--- src/rtl/paralelo_serial_param.sv ---
// -----------------------------------------------------------------------------
// paralelo_serial_param
//
// Parallel-to-serial converter for the serial PHY path. One bit leaves on
// every rising edge of clk_32f. Words are WIDTH bits wide and are sent MSB
// first (LSB_FIRST=0) or LSB first (LSB_FIRST=1). After reset, SYNC_WORDS
// COMMA words are sent as a preamble before any data is accepted. Whenever
// no data word is pending at a word boundary, a full COMMA word is sent.
//
// Ports:
//   clk_32f    in   serial bit clock, all state changes on its rising edge
//   reset_L    in   asynchronous active-low reset
//   data_in    in   parallel word from the upstream stage (WIDTH bits)
//   valid_in   in   data_in is valid
//   ready_out  out  one-word holding buffer can accept a word
//   data_out   out  registered serial bit stream
//   word_start out  data_out carries the first bit of a word
//   is_data    out  word on data_out came from data_in, not COMMA
//   sync_done  out  comma preamble complete
//   state_dbg  out  current FSM state (0 = SYNC, 1 = RUN)
//
// Handshake: a word is transferred into the holding buffer on a rising edge
// where valid_in && ready_out. ready_out is decoded from registers only, so
// it never depends on valid_in in the same cycle. The source must keep
// data_in and valid_in stable until the transfer edge.
// -----------------------------------------------------------------------------
module paralelo_serial_param #(
  parameter int               WIDTH      = 8,
  parameter logic [WIDTH-1:0] COMMA      = WIDTH'(8'hBC),
  parameter int               SYNC_WORDS = 4,
  parameter bit               LSB_FIRST  = 1'b0
) (
  input  logic             clk_32f,
  input  logic             reset_L,
  input  logic [WIDTH-1:0] data_in,
  input  logic             valid_in,
  output logic             ready_out,
  output logic             data_out,
  output logic             word_start,
  output logic             is_data,
  output logic             sync_done,
  output logic             state_dbg
);

  localparam int CNT_W  = $clog2(WIDTH);
  // Keep the sync counter at least one bit wide even with no preamble.
  localparam int SW_MAX = (SYNC_WORDS > 0) ? SYNC_WORDS : 1;
  localparam int SC_W   = $clog2(SW_MAX + 1);

  localparam logic [CNT_W-1:0] CNT_LAST  = CNT_W'(WIDTH - 1);
  localparam logic [SC_W-1:0]  SYNC_LAST = SC_W'(SW_MAX - 1);
  localparam bit               NO_SYNC   = (SYNC_WORDS == 0);

  typedef enum logic {
    ST_SYNC = 1'b0,
    ST_RUN  = 1'b1
  } state_t;

  // FSM registers
  state_t            state_q, state_d;
  logic [SC_W-1:0]   sync_cnt_q, sync_cnt_d;
  logic              sync_done_q, sync_done_d;

  // Datapath registers
  logic [CNT_W-1:0]  cnt_q, cnt_d;
  logic [WIDTH-1:0]  cur_q, cur_d;
  logic [WIDTH-1:0]  hold_q, hold_d;
  logic              hold_valid_q, hold_valid_d;
  logic              data_out_q, data_out_d;
  logic              word_start_q, word_start_d;
  logic              is_data_q, is_data_d;

  // Decoded controls
  logic              wrap;
  logic              boundary;
  logic              load_hold;
  logic              take;
  logic [WIDTH-1:0]  next_word;
  logic              first_bit;
  logic [CNT_W-1:0]  bit_idx;

  assign wrap     = (cnt_q == CNT_LAST);
  assign boundary = (cnt_q == '0);

  // ---------------------------------------------------------------------------
  // FSM: state register
  // ---------------------------------------------------------------------------
  always_ff @(posedge clk_32f or negedge reset_L) begin
    if (!reset_L) begin
      state_q     <= ST_SYNC;
      sync_cnt_q  <= '0;
      sync_done_q <= NO_SYNC;
    end else begin
      state_q     <= state_d;
      sync_cnt_q  <= sync_cnt_d;
      sync_done_q <= sync_done_d;
    end
  end

  // ---------------------------------------------------------------------------
  // FSM: next-state logic
  // ---------------------------------------------------------------------------
  always_comb begin
    state_d     = state_q;
    sync_cnt_d  = sync_cnt_q;
    sync_done_d = sync_done_q;
    case (state_q)
      ST_SYNC: begin
        if (NO_SYNC) begin
          // No preamble: leave SYNC on the first edge. The word loaded on
          // that edge is still COMMA, since nothing can be held yet.
          state_d     = ST_RUN;
          sync_done_d = 1'b1;
        end else if (wrap) begin
          sync_cnt_d = sync_cnt_q + 1'b1;
          // Last comma bit of the last preamble word goes out on this edge.
          if (sync_cnt_q == SYNC_LAST) begin
            state_d     = ST_RUN;
            sync_done_d = 1'b1;
          end
        end
      end
      ST_RUN: begin
        sync_done_d = 1'b1;
      end
      default: begin
        state_d = ST_SYNC;
      end
    endcase
  end

  // ---------------------------------------------------------------------------
  // FSM: output decode
  // ---------------------------------------------------------------------------
  always_comb begin
    // The load looks at hold_valid before the edge, so a word transferred on
    // a boundary edge waits for the next boundary.
    load_hold = boundary && (state_q == ST_RUN) && hold_valid_q;
    next_word = load_hold ? hold_q : COMMA;
    first_bit = LSB_FIRST ? next_word[0] : next_word[WIDTH-1];
    // reset_L gates ready so it reads 0 while reset is held, even when the
    // preamble is disabled and sync_done resets to 1.
    ready_out = sync_done_q && !hold_valid_q && reset_L;
    take      = valid_in && ready_out;
  end

  assign sync_done = sync_done_q;
  assign state_dbg = state_q;

  // ---------------------------------------------------------------------------
  // Datapath next-state
  // ---------------------------------------------------------------------------
  always_comb begin
    cnt_d        = wrap ? '0 : cnt_q + 1'b1;
    bit_idx      = LSB_FIRST ? cnt_q : (CNT_LAST - cnt_q);
    cur_d        = cur_q;
    data_out_d   = cur_q[bit_idx];
    word_start_d = 1'b0;
    is_data_d    = is_data_q;
    hold_d       = hold_q;
    hold_valid_d = hold_valid_q;

    if (boundary) begin
      cur_d        = next_word;
      data_out_d   = first_bit;
      word_start_d = 1'b1;
      is_data_d    = load_hold;
    end

    // take and load_hold are exclusive: take needs an empty buffer,
    // load_hold needs a full one.
    if (load_hold) begin
      hold_valid_d = 1'b0;
    end
    if (take) begin
      hold_d       = data_in;
      hold_valid_d = 1'b1;
    end
  end

  // ---------------------------------------------------------------------------
  // Datapath registers
  // ---------------------------------------------------------------------------
  always_ff @(posedge clk_32f or negedge reset_L) begin
    if (!reset_L) begin
      cnt_q        <= '0;
      cur_q        <= '0;
      hold_q       <= '0;
      hold_valid_q <= 1'b0;
      data_out_q   <= 1'b0;
      word_start_q <= 1'b0;
      is_data_q    <= 1'b0;
    end else begin
      cnt_q        <= cnt_d;
      cur_q        <= cur_d;
      hold_q       <= hold_d;
      hold_valid_q <= hold_valid_d;
      data_out_q   <= data_out_d;
      word_start_q <= word_start_d;
      is_data_q    <= is_data_d;
    end
  end

  assign data_out   = data_out_q;
  assign word_start = word_start_q;
  assign is_data    = is_data_q;

endmodule
--- config.mk ---
export PLATFORM = sky130hd
export DESIGN_NAME = paralelo_serial_param
export DESIGN_NICKNAME = d
export VERILOG_FILES = /design/src/rtl/paralelo_serial_param.sv
export SDC_FILE = /design/constraint.sdc
export NUM_CORES = 1
export LEC_CHECK = 0
export BUFFER_PORTS_ARGS = -buffer_cell sky130_fd_sc_hd__buf_2
export CAP_MARGIN = 20
export CORE_MARGIN = 2
export CORE_UTILIZATION = 35
export CTS_CLUSTER_DIAMETER = 200
export DETAILED_ROUTE_END_ITERATION = 16
export SYNTH_ARGS = -nofsm -noshare
export SYNTH_HDL_FRONTEND = slang
export SYNTH_SLANG_ARGS = --single-unit
--- constraint.sdc ---
create_clock -name clk_32f -period 2 [get_ports clk_32f]
set_input_delay 0.5 -clock clk_32f [delete_from_list [all_inputs] [get_ports clk_32f]]
set_output_delay 0.5 -clock clk_32f [all_outputs]
set_load 0.005 [all_outputs]
* Word level (Yosys, flattened, before mapping)
Cells that the tools add are included.
Storage, ports and cells: bits in registers 28, input bits 11, output and inout bits 6, word-level logic and storage cells 43
Cells by class: add/subtract/negate cells 3, order comparisons 1, eq/ne operators 4, muxes and demuxes 14, bitwise gates (word level) 1, reductions and logical operators 10
Operators with widths (count):
- 2-to-1 mux 1 bit | 10
- 2-to-1 mux 8 bit | 1
- adder 3 x 1 -> 3 bit (second input constant) | 2
- logical AND 1 bit | 5
- less-than comparator 3 x 4 -> 1 bit (second input constant) | 1
- != test 2 bit (second input constant) | 2
- AND reduction 2 bit | 2
- binary-select mux 1 bit (select 3 bit) | 1
- equality test 3 x 2 -> 1 bit (second input constant) | 1
- equality test 3 bit (second input constant) | 1
- zero test 3 bit | 1
- 2-to-1 mux 3 bit | 1
- subtractor 3 bit (first input constant) | 1
- one-hot mux 1 bit (2 select lines) | 1
- nonzero test 2 bit | 1
- zero test 1 bit | 1
- NOT 1 bit | 1

* Longest topological paths before layout
Gate-level depths: netlist of the first run.
depth in word-level cells 5, mapped depth 7, depth with buffers taken out 6

* Worst setup path before layout of the first run
Ideal clock, no wire load.
kind register -> register, from reg cnt_q[0], to reg cur_q[2], setup time 121 ps, arrival 1237 ps, required time 1879 ps, slack 642 ps, cell stages (with the launch flop) 8, buffers on the path 1, period minus slack after synthesis 1358 ps, path through dfrtp_1 -> inv_1 -> ha_1 -> nand2b_1 -> buf_2 -> inv_2 -> nand3_2 -> o22a_1
Between the ends: word-level cells in the longest chain between the ends 4
Ends and longest elaborated chain:
- start, declared | RTL line 65 | logic [CNT_W-1:0] cnt_q, cnt_d;
- start signal, assigned | RTL line 194 | cnt_q <= cnt_d;
- zero test 3 bit (*) | RTL line 83 | assign boundary = (cnt_q == '0);
- via boundary | RTL line 75 | logic boundary;
- logical AND 1 bit (2 in a row) | RTL line 138 | load_hold = boundary && (state_q == ST_RUN) && hold_valid_q;
- 2-to-1 mux 8 bit | RTL line 139 | next_word = load_hold ? hold_q : COMMA;
- end signal, assigned | RTL line 195 | cur_q <= cur_d;
- end, declared | RTL line 66 | logic [WIDTH-1:0] cur_q, cur_d;
The timed path passes the listed nets; every way through them passes the cells marked *. A chain may end at the register's enable or synchronous reset.

* Final worst setup path of the first run
from reg hold_valid_q, to out ready_out
Between the ends: word-level cells in the longest chain between the ends 3
Ends and longest elaborated chain:
- start, declared | RTL line 68 | logic hold_valid_q, hold_valid_d;
- start signal, assigned | RTL line 197 | hold_valid_q <= hold_valid_d;
- zero test 1 bit | RTL line 143 | ready_out = sync_done_q && !hold_valid_q && reset_L;
- logical AND 1 bit (2 in a row) | RTL line 143
- end, declared | RTL line 37 | output logic ready_out,
No other way between the ends.

==> run_results.csv, run 1 <==
group,metric,value,unit
cts,cts_max_level,1,
layout,drive_gt1_share,36.2,%
status,outcome,"completed",
logic_synthesis,synthArstFlopShare,100,%
layout,multi_input_area,448,µm²
logic_synthesis,netlist_top_cells_count,"dfrtp_1, nand2_1, mux2_4",
setup_path,cp_max_fo,4,
drt,firstDrtPassIters,4,
pwr,vdd_drop_max,526,µV
logic_synthesis,synthesis.nets,101,
sta,hold_viol_final,0,
place,dp_hpwl,1.47,mm
sta,rsz0062_at_grt,"false",
drt,finalWirelength,1.91,mm
sta,setup_violations,0,
layout,fin_area,1370,µm²
setup_path,setup.worst_path.end_class,"output port",
logic_synthesis,synth_top_area_share,59.8,%
setup_path,crit_required,1.50,ns
pwr,seqPwrFrac,56.6,%
setup_path,cp-start-kind,"flip-flop",
logic_synthesis,ys_seq_elements,28,
logic_synthesis,synth_area,1170,µm²
cts,clockRootBuffer,"clkbuf_4",
floorplan,start_util,35.7,%
drt,drt_iter0_markers,4,
setup_path,crit_type,"reg2out",
pwr,pwr-share-comb,14.1,%
cts,cts_setup_buffers,0,
logic_synthesis,netlist_instances,85,
logic_synthesis,synth-edff-count,0,
place,portBuffers,16,
floorplan,core,3280,µm²
drt,drtAntennaViolNets,0,
sta,tightest_slew,0.347,ns
floorplan,rows,21,
logic_synthesis,yosysWarnings,0,
global_route,antenna_found_initial,0,
cts,ctsHoldBuffers,0,
layout,fin_nets,122,
sta,min_period,1.68,ns
pwr,p_leak,0.676,nW
logic_synthesis,synth.distinct_cells,23,
drt,drc,0,
layout,nFillCells,313,
pwr,internal_power,984,µW
cts,cts_resized,0,
drt,vias,689,
logic_synthesis,synth_most_common_cell,"dfrtp_1",
pwr,p_sw,278,µW
setup_path,slowest_stage,"dfrtp_1",
pwr,pwr-share-clk,29.3,%
global_route,grt_pass1_vias,670,
floorplan,die_x,61.9,µm
logic_synthesis,syn_area_per_cell,13.8,µm²
logic_synthesis,yosysTopAreaCell,"dfrtp_1",
logic_synthesis,synth_top_flop_cell,"dfrtp_1",
place,dpl-instance-area,1310,µm²
setup_path,critPathArrivalTime,1.18,ns
cts,cts.sinks,28,
sta,finalCritPeriodShare,84.1,%
cts,clk_pin_slew_worst_paths,0.15,ns
global_route,grt_overflow,0,
logic_synthesis,yosysSeqAreaShare,59.8,%
layout,syn2layout_area_growth,16.4,%
cts,worstSkewPairLatency,0.32,ns
drt,wl_per_cell,12.7,µm
sta,tns,0,ns
sta,fmax,594,MHz
floorplan,boundaryPins,17,
floorplan,dieArea,3830,µm²
logic_synthesis,synth_area_leaders,"dfrtp_1, mux2_4, ha_1",
pwr,swShare,22.1,%
global_route,grt_max_degree,29,
run,drv_cap,0,
pwr,powerDensity,925,nW/µm²
layout,n_antenna_cell,0,
sta,slew_violations,0,
setup_path,cp_cell_sequence,"and3b_2 -> buf_2",
drt,vias_per_cell,4.56,
global_route,grt_pass1_wl,3.17,mm
cts,cts_tree,"yes",
sta,skew,0.00176,ns
setup_path,slowest_delay,0.45,ns
floorplan,die_h,61.9,µm
sta,slew_headroom,76.9,%
cts,cts_made_buffers,3,
layout,ff_latch_area,701,µm²
cts,cts_max_path_buffers,2,
min_path,hold_class,"in2async",
place,gp_congestion,0.785,
global_route,grt_usage,11.8,%
layer usage:
layer	share of wire, %	track usage, %
met2	46	17.0
met3	2.5	1.24
met4	2.7	8.21
met5	0	0
met1	49	16.8
through the flow:
step	util [%]	hold WS [ns]	worst slack [ns]	total power, mW	instances
floorplan	-	0.204	0.642	0.840	85
CTS	41.6	0.184	0.304	1.28	151
global route	41.6	0.186	0.259	1.33	151
finish	41.6	0.180	0.318	1.26	151
global placement	40.0	0.462	0.521	0.906	147
detailed placement	40.0	0.467	0.489	0.910	147
power groups by stage:
stage | sequential (mW) | combinational, mW | clock (mW)
floorplan | 0.705 | 0.134 | 0
global placement | 0.728 | 0.178 | 0
detailed placement | 0.728 | 0.182 | 0
CTS | 0.716 | 0.182 | 0.380
global route | 0.729 | 0.199 | 0.406
finish | 0.715 | 0.178 | 0.369
final timing paths:
| check | depth (start not counted) | slack [ns] | endpoint | start |
|---|---|---|---|---|
| max reg2reg | 6 | 0.47 | cur_q[2] | cnt_q[0] |
| min reg2reg | 2 | 0.50 | is_data | is_data |
| max | 2 | 0.32 | ready_out | hold_valid_q |
| min | 2 | 0.18 | hold_q[5] | reset_L |
| min in group clk_32f | 2 | 0.39 | hold_q[4] | data_in[4] |
| max in group asynchronous | 2 | 1.57 | cur_q[3] | reset_L |
state kept, by name (all words and copies together), names as in the netlist:
name	count
hold_q	8
sync_done	1
is_data	1
data_out	1
state_dbg	1
sync_cnt_q	3
cur_q	8
hold_valid_q	1
word_start	1
cnt_q	3
cells in the final DEF (no fill, tap or decap), types with 2 or more instances in the layout:
cell	Yosys	routed
inv_1	4	4
dfrtp_1	28	28
nand3_1	2	2
o21ai_0	3	3
ha_1	5	5
nand2_1	10	10
o22a_1	4	4
mux2_2	3	3
buf_2	1	16
a22o_1	3	3
clkbuf_4	0	3
mux2_4	8	8
nor2_1	3	3
worst max-delay path, delay by kind of cell (launching register included):
kind,cells,cell delay (ns)
buffers and inverters,1,0.12
AND/OR/NAND/NOR,1,0.29
flip-flops,1,0.45
logic make-up (layout without fill, tap and decap cells):
| family | count (synthesis) | count (layout) | synth area share, % |
|---|---|---|---|
| AO/OA/AOI/OAI | 10 | 10 | 6.51 |
| XOR/XNOR | 1 | 1 | 0.747 |
| adder cells (fa/ha/maj) | 5 | 5 | 5.34 |
| buffers and inverters | 6 | 26 | 2.03 |
| flip-flops | 28 | 28 | 59.8 |
| multiplexers | 12 | 12 | 15.0 |
| AND/OR/NAND/NOR | 23 | 23 | 10.6 |
area by class of cell:
type,instances,share of cell area (%)
Multi-Input combinational cell,51,32.8
Clock inverter,1,2.20
Tap cell,46,4.22
Timing Repair Buffer,17,6.42
Sequential cell,28,51.3
Clock buffer,3,1.65
Inverter,5,1.37
No activity file was read; power rests on OpenSTA's default activity.
==> run 2: changes to the inputs <==
==> constraint.sdc (replaced) <==
create_clock -name clk_32f -period 1.6 [get_ports clk_32f]
set_input_delay 0.4 -clock clk_32f [delete_from_list [all_inputs] [get_ports clk_32f]]
set_output_delay 0.4 -clock clk_32f [all_outputs]
set_load 0.005 [all_outputs]
==> run_results.csv, run 2 (same netlist as run 1, synthesis figures left out) <==
group,metric,value,unit
setup_path,cp_max_fo,2,
floorplan,core,3280,µm²
pwr,p_leak,0.685,nW
cts,cts.sinks,28,
sta,rsz0062_at_grt,"false",
floorplan,start_util,35.7,%
cts,clockRootBuffer,"clkbuf_4",
floorplan,boundaryPins,17,
place,dp_hpwl,1.51,mm
layout,drive_gt1_share,38.3,%
pwr,pwr-share-comb,14.5,%
sta,whs,0.0860,ns
status,outcome,"completed",
global_route,grt_max_degree,29,
setup_path,cpLargestDelayFamily,"flip-flops",
pwr,seqPwrFrac,56.4,%
drt,firstDrtPassIters,4,
pwr,pwr-share-clk,29.1,%
sta,tightest_slew,0.350,ns
run,drv_cap,0,
setup_path,crit_required,1.20,ns
drt,wl_per_cell,12.8,µm
global_route,grt_pass1_wl,3.39,mm
pwr,p_sw,346,µW
layout,final_common_cell,"dfrtp_1",
drt,drc,0,
sta,slew_violations,0,
setup_path,cp-start-kind,"flip-flop",
sta,setup_violations,0,
sta,tns,0,ns
layout,nFillCells,317,
drt,vias_per_cell,4.58,
floorplan,die_h,61.9,µm
drt,drtAntennaViolNets,0,
place,dpl-instance-area,1320,µm²
place,portBuffers,16,
setup_path,rr_startpoint,"cnt_q[1]",
sta,skew,0.00726,ns
setup_path,rr_endpoint,"cur_q[3]",
global_route,antenna_found_initial,0,
pwr,swShare,21.9,%
setup_path,cp.buffers_inverters,1,
layout,fin_nets,124,
cts,clk_pin_slew_worst_paths,0.15,ns
layout,final_cell_mix,"dfrtp_1, buf_2, nand2_1, mux2_4, ha_1",
pwr,vdd_drop_max,364,µV
setup_path,cp_cell_sequence,"and3b_2 -> buf_2",
sta,min_period,1.51,ns
layout,fin_area,1380,µm²
min_path,hold_class,"in2async",
global_route,grt_overflow,0,
floorplan,rows,21,
setup_path,slowest_stage,"dfrtp_1",
cts,cts_max_path_buffers,2,
drt,finalWirelength,1.96,mm
drt,vias,700,
sta,finalCritPeriodShare,94.1,%
layout,n_antenna_cell,0,
floorplan,die_x,61.9,µm
place,gp_congestion,0.799,
global_route,grt_usage,12.4,%
setup_path,slowest_delay,0.40,ns
pwr,powerDensity,1140,nW/µm²
floorplan,dieArea,3830,µm²
cts,cts_max_level,1,
cts,cts_tree,"yes",
cts,worstSkewPairLatency,0.33,ns
pwr,internal_power,1.23,mW
sta,slew_headroom,76.6,%
layout,top_regs,"cur_q: 8 flops, hold_q: 8 flops",
layout,syn2layout_area_growth,17.9,%
cts,cts_made_buffers,3,
global_route,grt_pass1_vias,720,
setup_path,setup.worst_path.end_class,"output port",
sta,fmax,664,MHz
sta,hold_viol_final,0,
setup_path,critPathArrivalTime,1.11,ns
setup_path,r2r_cells,6,
setup_path,crit_type,"reg2out",
drt,drt_iter0_markers,5,
setup_path,r2r_slack,0.16,ns
-- run 2: cell count changes in the layout (fill, tap and decap cells not counted) --
cell	change
nand2b_1	-1
buf_4	+2
nand2b_2	+1
-- run 2: per-stage QoR --
stage,utilization [%],std cells,setup WS (ns),power [mW]
after floorplan,-,85,0.242,1.05
after global placement,40.2,148,0.164,1.13
after detailed placement,40.2,148,0.0829,1.14
after CTS,41.8,152,0.0186,1.59
after global routing,42.1,153,0.0396,1.66
final,42.1,153,0.0942,1.58
-- run 2: cell type report --
cell class,count,area (µm²),share of cell area (%)
sequential,28,701,50.7
multi-input combinational,51,450,32.6
timing repair buffer,19,103,7.42
tap,46,57.6,4.16
clock inverter,1,30.0,2.17
clock buffer,3,22.5,1.63
inverter,5,18.8,1.36
-- run 2: worst max path at each step --
stage / from / end / depth (start not counted)
finish: hold_valid_q / ready_out / 2
global route: cnt_q[0] / cur_q[3] / 6
CTS: hold_valid_q / ready_out / 2
detailed placement: cnt_q[1] / data_out / 6
global placement: cnt_q[0] / data_out / 6
floorplan: cnt_q[0] / cur_q[2] / 7
-- run 2: power by group through the flow --
stage	sequential [mW]	combinational [mW]	clock (mW)
global placement	0.906	0.223	0
floorplan	0.882	0.168	0
finish	0.889	0.229	0.460
global route	0.906	0.255	0.503
CTS	0.891	0.230	0.471
detailed placement	0.907	0.229	0
-- run 2: worst reg2reg max path: cells and delay by family (launching register included) --
family,cells,cell delay (ns)
fa+ha+maj,1,0.18
buf+inv,2,0.24
flops,1,0.46
simple gates,2,0.27
compound gates,1,0.21
-- run 2: metal layers --
layer  share of wire, %  vias up  global-route usage, %
li1                   -      341                      -
met1                 47      341                   16.3
met4                1.4        0                   7.29
met3                3.6        2                   1.45
met2                 48       16                   19.8
met5                  0        -                      0
-- run 2: timing repair --
action,in CTS,in global routing
buffers inserted,0,1
hold buffers,0,0
gates resized for setup,0,1
endpoints found under the setup margin,0,7
==> run 3: changes to the inputs <==
--- a/config.mk
+++ b/config.mk
@@ -5,6 +5,7 @@
 export SDC_FILE = /design/constraint.sdc
 export NUM_CORES = 1
 export LEC_CHECK = 0
+export ABC_AREA = 1
 export BUFFER_PORTS_ARGS = -buffer_cell sky130_fd_sc_hd__buf_2
 export CAP_MARGIN = 20
 export CORE_MARGIN = 2
==> run_results.csv, run 3 <==
group,metric,value,unit
layout,syn2layout_area_growth,17.1,%
sta,min_period,1.48,ns
layout,final_cell_mix,"nand2_1, dfrtp_1, buf_2, inv_1, nand3_1",
sta,fmax,674,MHz
cts,cts_max_level,1,
setup_path,setup.worst_path.end_class,"flip-flop",
pwr,vdd_drop_max,613,µV
layout,nFillCells,348,
status,outcome,"completed",
place,portBuffers,16,
place,gp_congestion,0.758,
cts,clockRootBuffer,"clkbuf_4",
drt,finalWirelength,2.10,mm
sta,tightest_slew,0.347,ns
floorplan,rows,21,
setup_path,crit_type,"reg2reg",
setup_path,cp-start-kind,"flip-flop",
pwr,powerDensity,1310,nW/µm²
logic_synthesis,ys_seq_elements,28,
layout,drive_gt1_share,22.4,%
sta,hold_viol_final,0,
cts,cts_tree,"yes",
drt,vias,884,
pwr,internal_power,1.32,mW
logic_synthesis,synthArstFlopShare,100,%
global_route,grt_pass1_vias,883,
logic_synthesis,yosysTopAreaCell,"dfrtp_1",
sta,rsz0062_at_grt,"false",
sta,setup_violations,0,
layout,fin_nets,169,
run,drv_cap,0,
logic_synthesis,syn_area_per_cell,9.25,µm²
cts,cts.sinks,28,
place,placed_cells,193,
cts,clk_pin_slew_worst_paths,0.16,ns
drt,firstDrtPassIters,4,
drt,wl_per_cell,10.6,µm
pwr,p_sw,527,µW
layout,fin_area,1410,µm²
layout,fin_util,42.5,%
logic_synthesis,netlist_top_cells_count,"nand2_1, dfrtp_1, inv_1",
layout,final_cells,198,
logic_synthesis,yosysWarnings,0,
setup_path,critPathArrivalTime,1.70,ns
cts,cts_made_buffers,3,
setup_path,crit_required,1.82,ns
pwr,pwr-share-comb,20.7,%
global_route,grt_pass1_wl,4.00,mm
sta,skew,0.0148,ns
pwr,p_leak,0.756,nW
min_path,hold_class,"in2async",
layout,top_regs,"cur_q: 8 flops, hold_q: 8 flops",
drt,drt_iter0_markers,16,
pwr,seqPwrFrac,54.4,%
pwr,swShare,28.5,%
logic_synthesis,synth_top_area_share,58.3,%
global_route,grt_max_degree,29,
floorplan,start_util,36.3,%
cts,ctsHoldBuffers,0,
sta,slew_headroom,76.9,%
logic_synthesis,synth_area_leaders,"dfrtp_1, nand2_1, nand3_1",
layout,n_antenna_cell,0,
floorplan,boundaryPins,17,
logic_synthesis,synth_most_common_cell,"nand2_1",
logic_synthesis,synth-edff-count,0,
logic_synthesis,netlist_instances,130,
drt,drtAntennaViolNets,0,
setup_path,slowest_delay,0.48,ns
logic_synthesis,synth.distinct_cells,18,
sta,whs,0.0512,ns
setup_path,cp_max_fo,8,
floorplan,die_x,62.6,µm
logic_synthesis,synth_area,1200,µm²
floorplan,core,3310,µm²
floorplan,die_h,62.6,µm
global_route,antenna_found_initial,0,
setup_path,cp_cell_sequence,"ha_1 -> ha_1 -> a21oi_1 -> inv_1 -> or2_2",
sta,slew_violations,0,
logic_synthesis,synthesis.nets,146,
place,dpl-instance-area,1350,µm²
sta,layout_setup_ws,0.116,ns
setup_path,slowest_stage,"dfrtp_1",
sta,finalCritPeriodShare,92.8,%
place,place_ws,0.122,ns
pwr,pwr-share-clk,24.9,%
drt,drc,0,
global_route,grt_overflow,0,
logic_synthesis,synth_top_flop_cell,"dfrtp_1",
setup_path,cp_common_cell,"ha_1",
place,dp_hpwl,1.56,mm
floorplan,dieArea,3920,µm²
global_route,grt_usage,12.7,%
pwr,total_power,1.85,mW
cts,worstSkewPairLatency,0.33,ns
drt,vias_per_cell,4.46,
sta,tns,0,ns
cts,cts_max_path_buffers,2,
layout,final_common_cell,"nand2_1",
logic_synthesis,yosysSeqAreaShare,58.3,%
[run 3: cell count changes in the layout (fill, tap and decap cells not counted), sizes merged, moves of 3 or more]
cell	change
nor2	+7
o21ai	+3
o22a	-4
inv	+13
a22o	-3
mux2	-11
nand2	+26
a21oi	+6
nand3	+12
[run 3: layout make-up]
| class | count | area [µm²] | area share (%) |
|---|---|---|---|
| Clock buffer | 3 | 22.5 | 1.60 |
| Sequential cell | 28 | 701 | 49.8 |
| Multi-Input combinational cell | 82 | 419 | 29.8 |
| Timing Repair Buffer | 20 | 110 | 7.82 |
| Tap cell | 46 | 57.6 | 4.09 |
| Clock inverter | 1 | 30.0 | 2.13 |
| Inverter | 18 | 67.6 | 4.80 |
[run 3: what timing repair did]
action / in CTS / in global routing
setup endpoints to repair: 1 / 0
gates resized for setup: 0 / 0
buffers inserted: 1 / 0
[run 3: path summary, 6_finish.rpt]
check / start / end / slack [ns] / depth (start not counted)
setup reg to reg: cnt_q[0] / sync_done / 0.12 / 5
hold / removal: reset_L / hold_q[5] / 0.05 / 2
setup / recovery: cnt_q[0] / sync_done / 0.12 / 5
min in group clk_32f: data_in[5] / hold_q[5] / 0.29 / 3
max in group asynchronous: reset_L / cnt_q[1] / 1.28 / 2
hold reg to reg: sync_cnt_q[0] / sync_cnt_q[0] / 0.49 / 1
[run 3: cells by family (layout without fill, tap and decap cells)]
kind of cell | after synthesis | count (layout) | share of synthesized area (%)
flops | 28 | 28 | 58.3
simple gates | 63 | 63 | 22.9
fa+ha+maj | 5 | 5 | 5.20
xor+xnor | 1 | 1 | 0.729
buf+inv | 20 | 42 | 6.87
compound gates | 13 | 13 | 6.04
[run 3: worst max-delay path: cells and delay by family (launching register included)]
family,cells,cell delay [ns]
flops,1,0.48
fa+ha+maj,2,0.44
simple gates,1,0.26
compound gates,1,0.15
buf+inv,1,0.06
[run 3: power by group through the flow]
stage,clock network (mW),registers (mW),logic (mW)
2_1_floorplan,0,1.00,0.268
3_3_place_gp,0,1.02,0.362
3_5_place_dp,0,1.02,0.372
4_1_cts,0.469,1.00,0.386
5_1_grt,0.503,1.02,0.454
6_report,0.460,1.00,0.381
[run 3: routing by layer]
layer	global-route usage (%)	part of all wire (%)	vias up
met5	0	0	-
met1	17.3	46	414
met3	1.80	3.0	4
li1	-	-	452
met2	20.0	49	14
met4	5.83	1.7	0
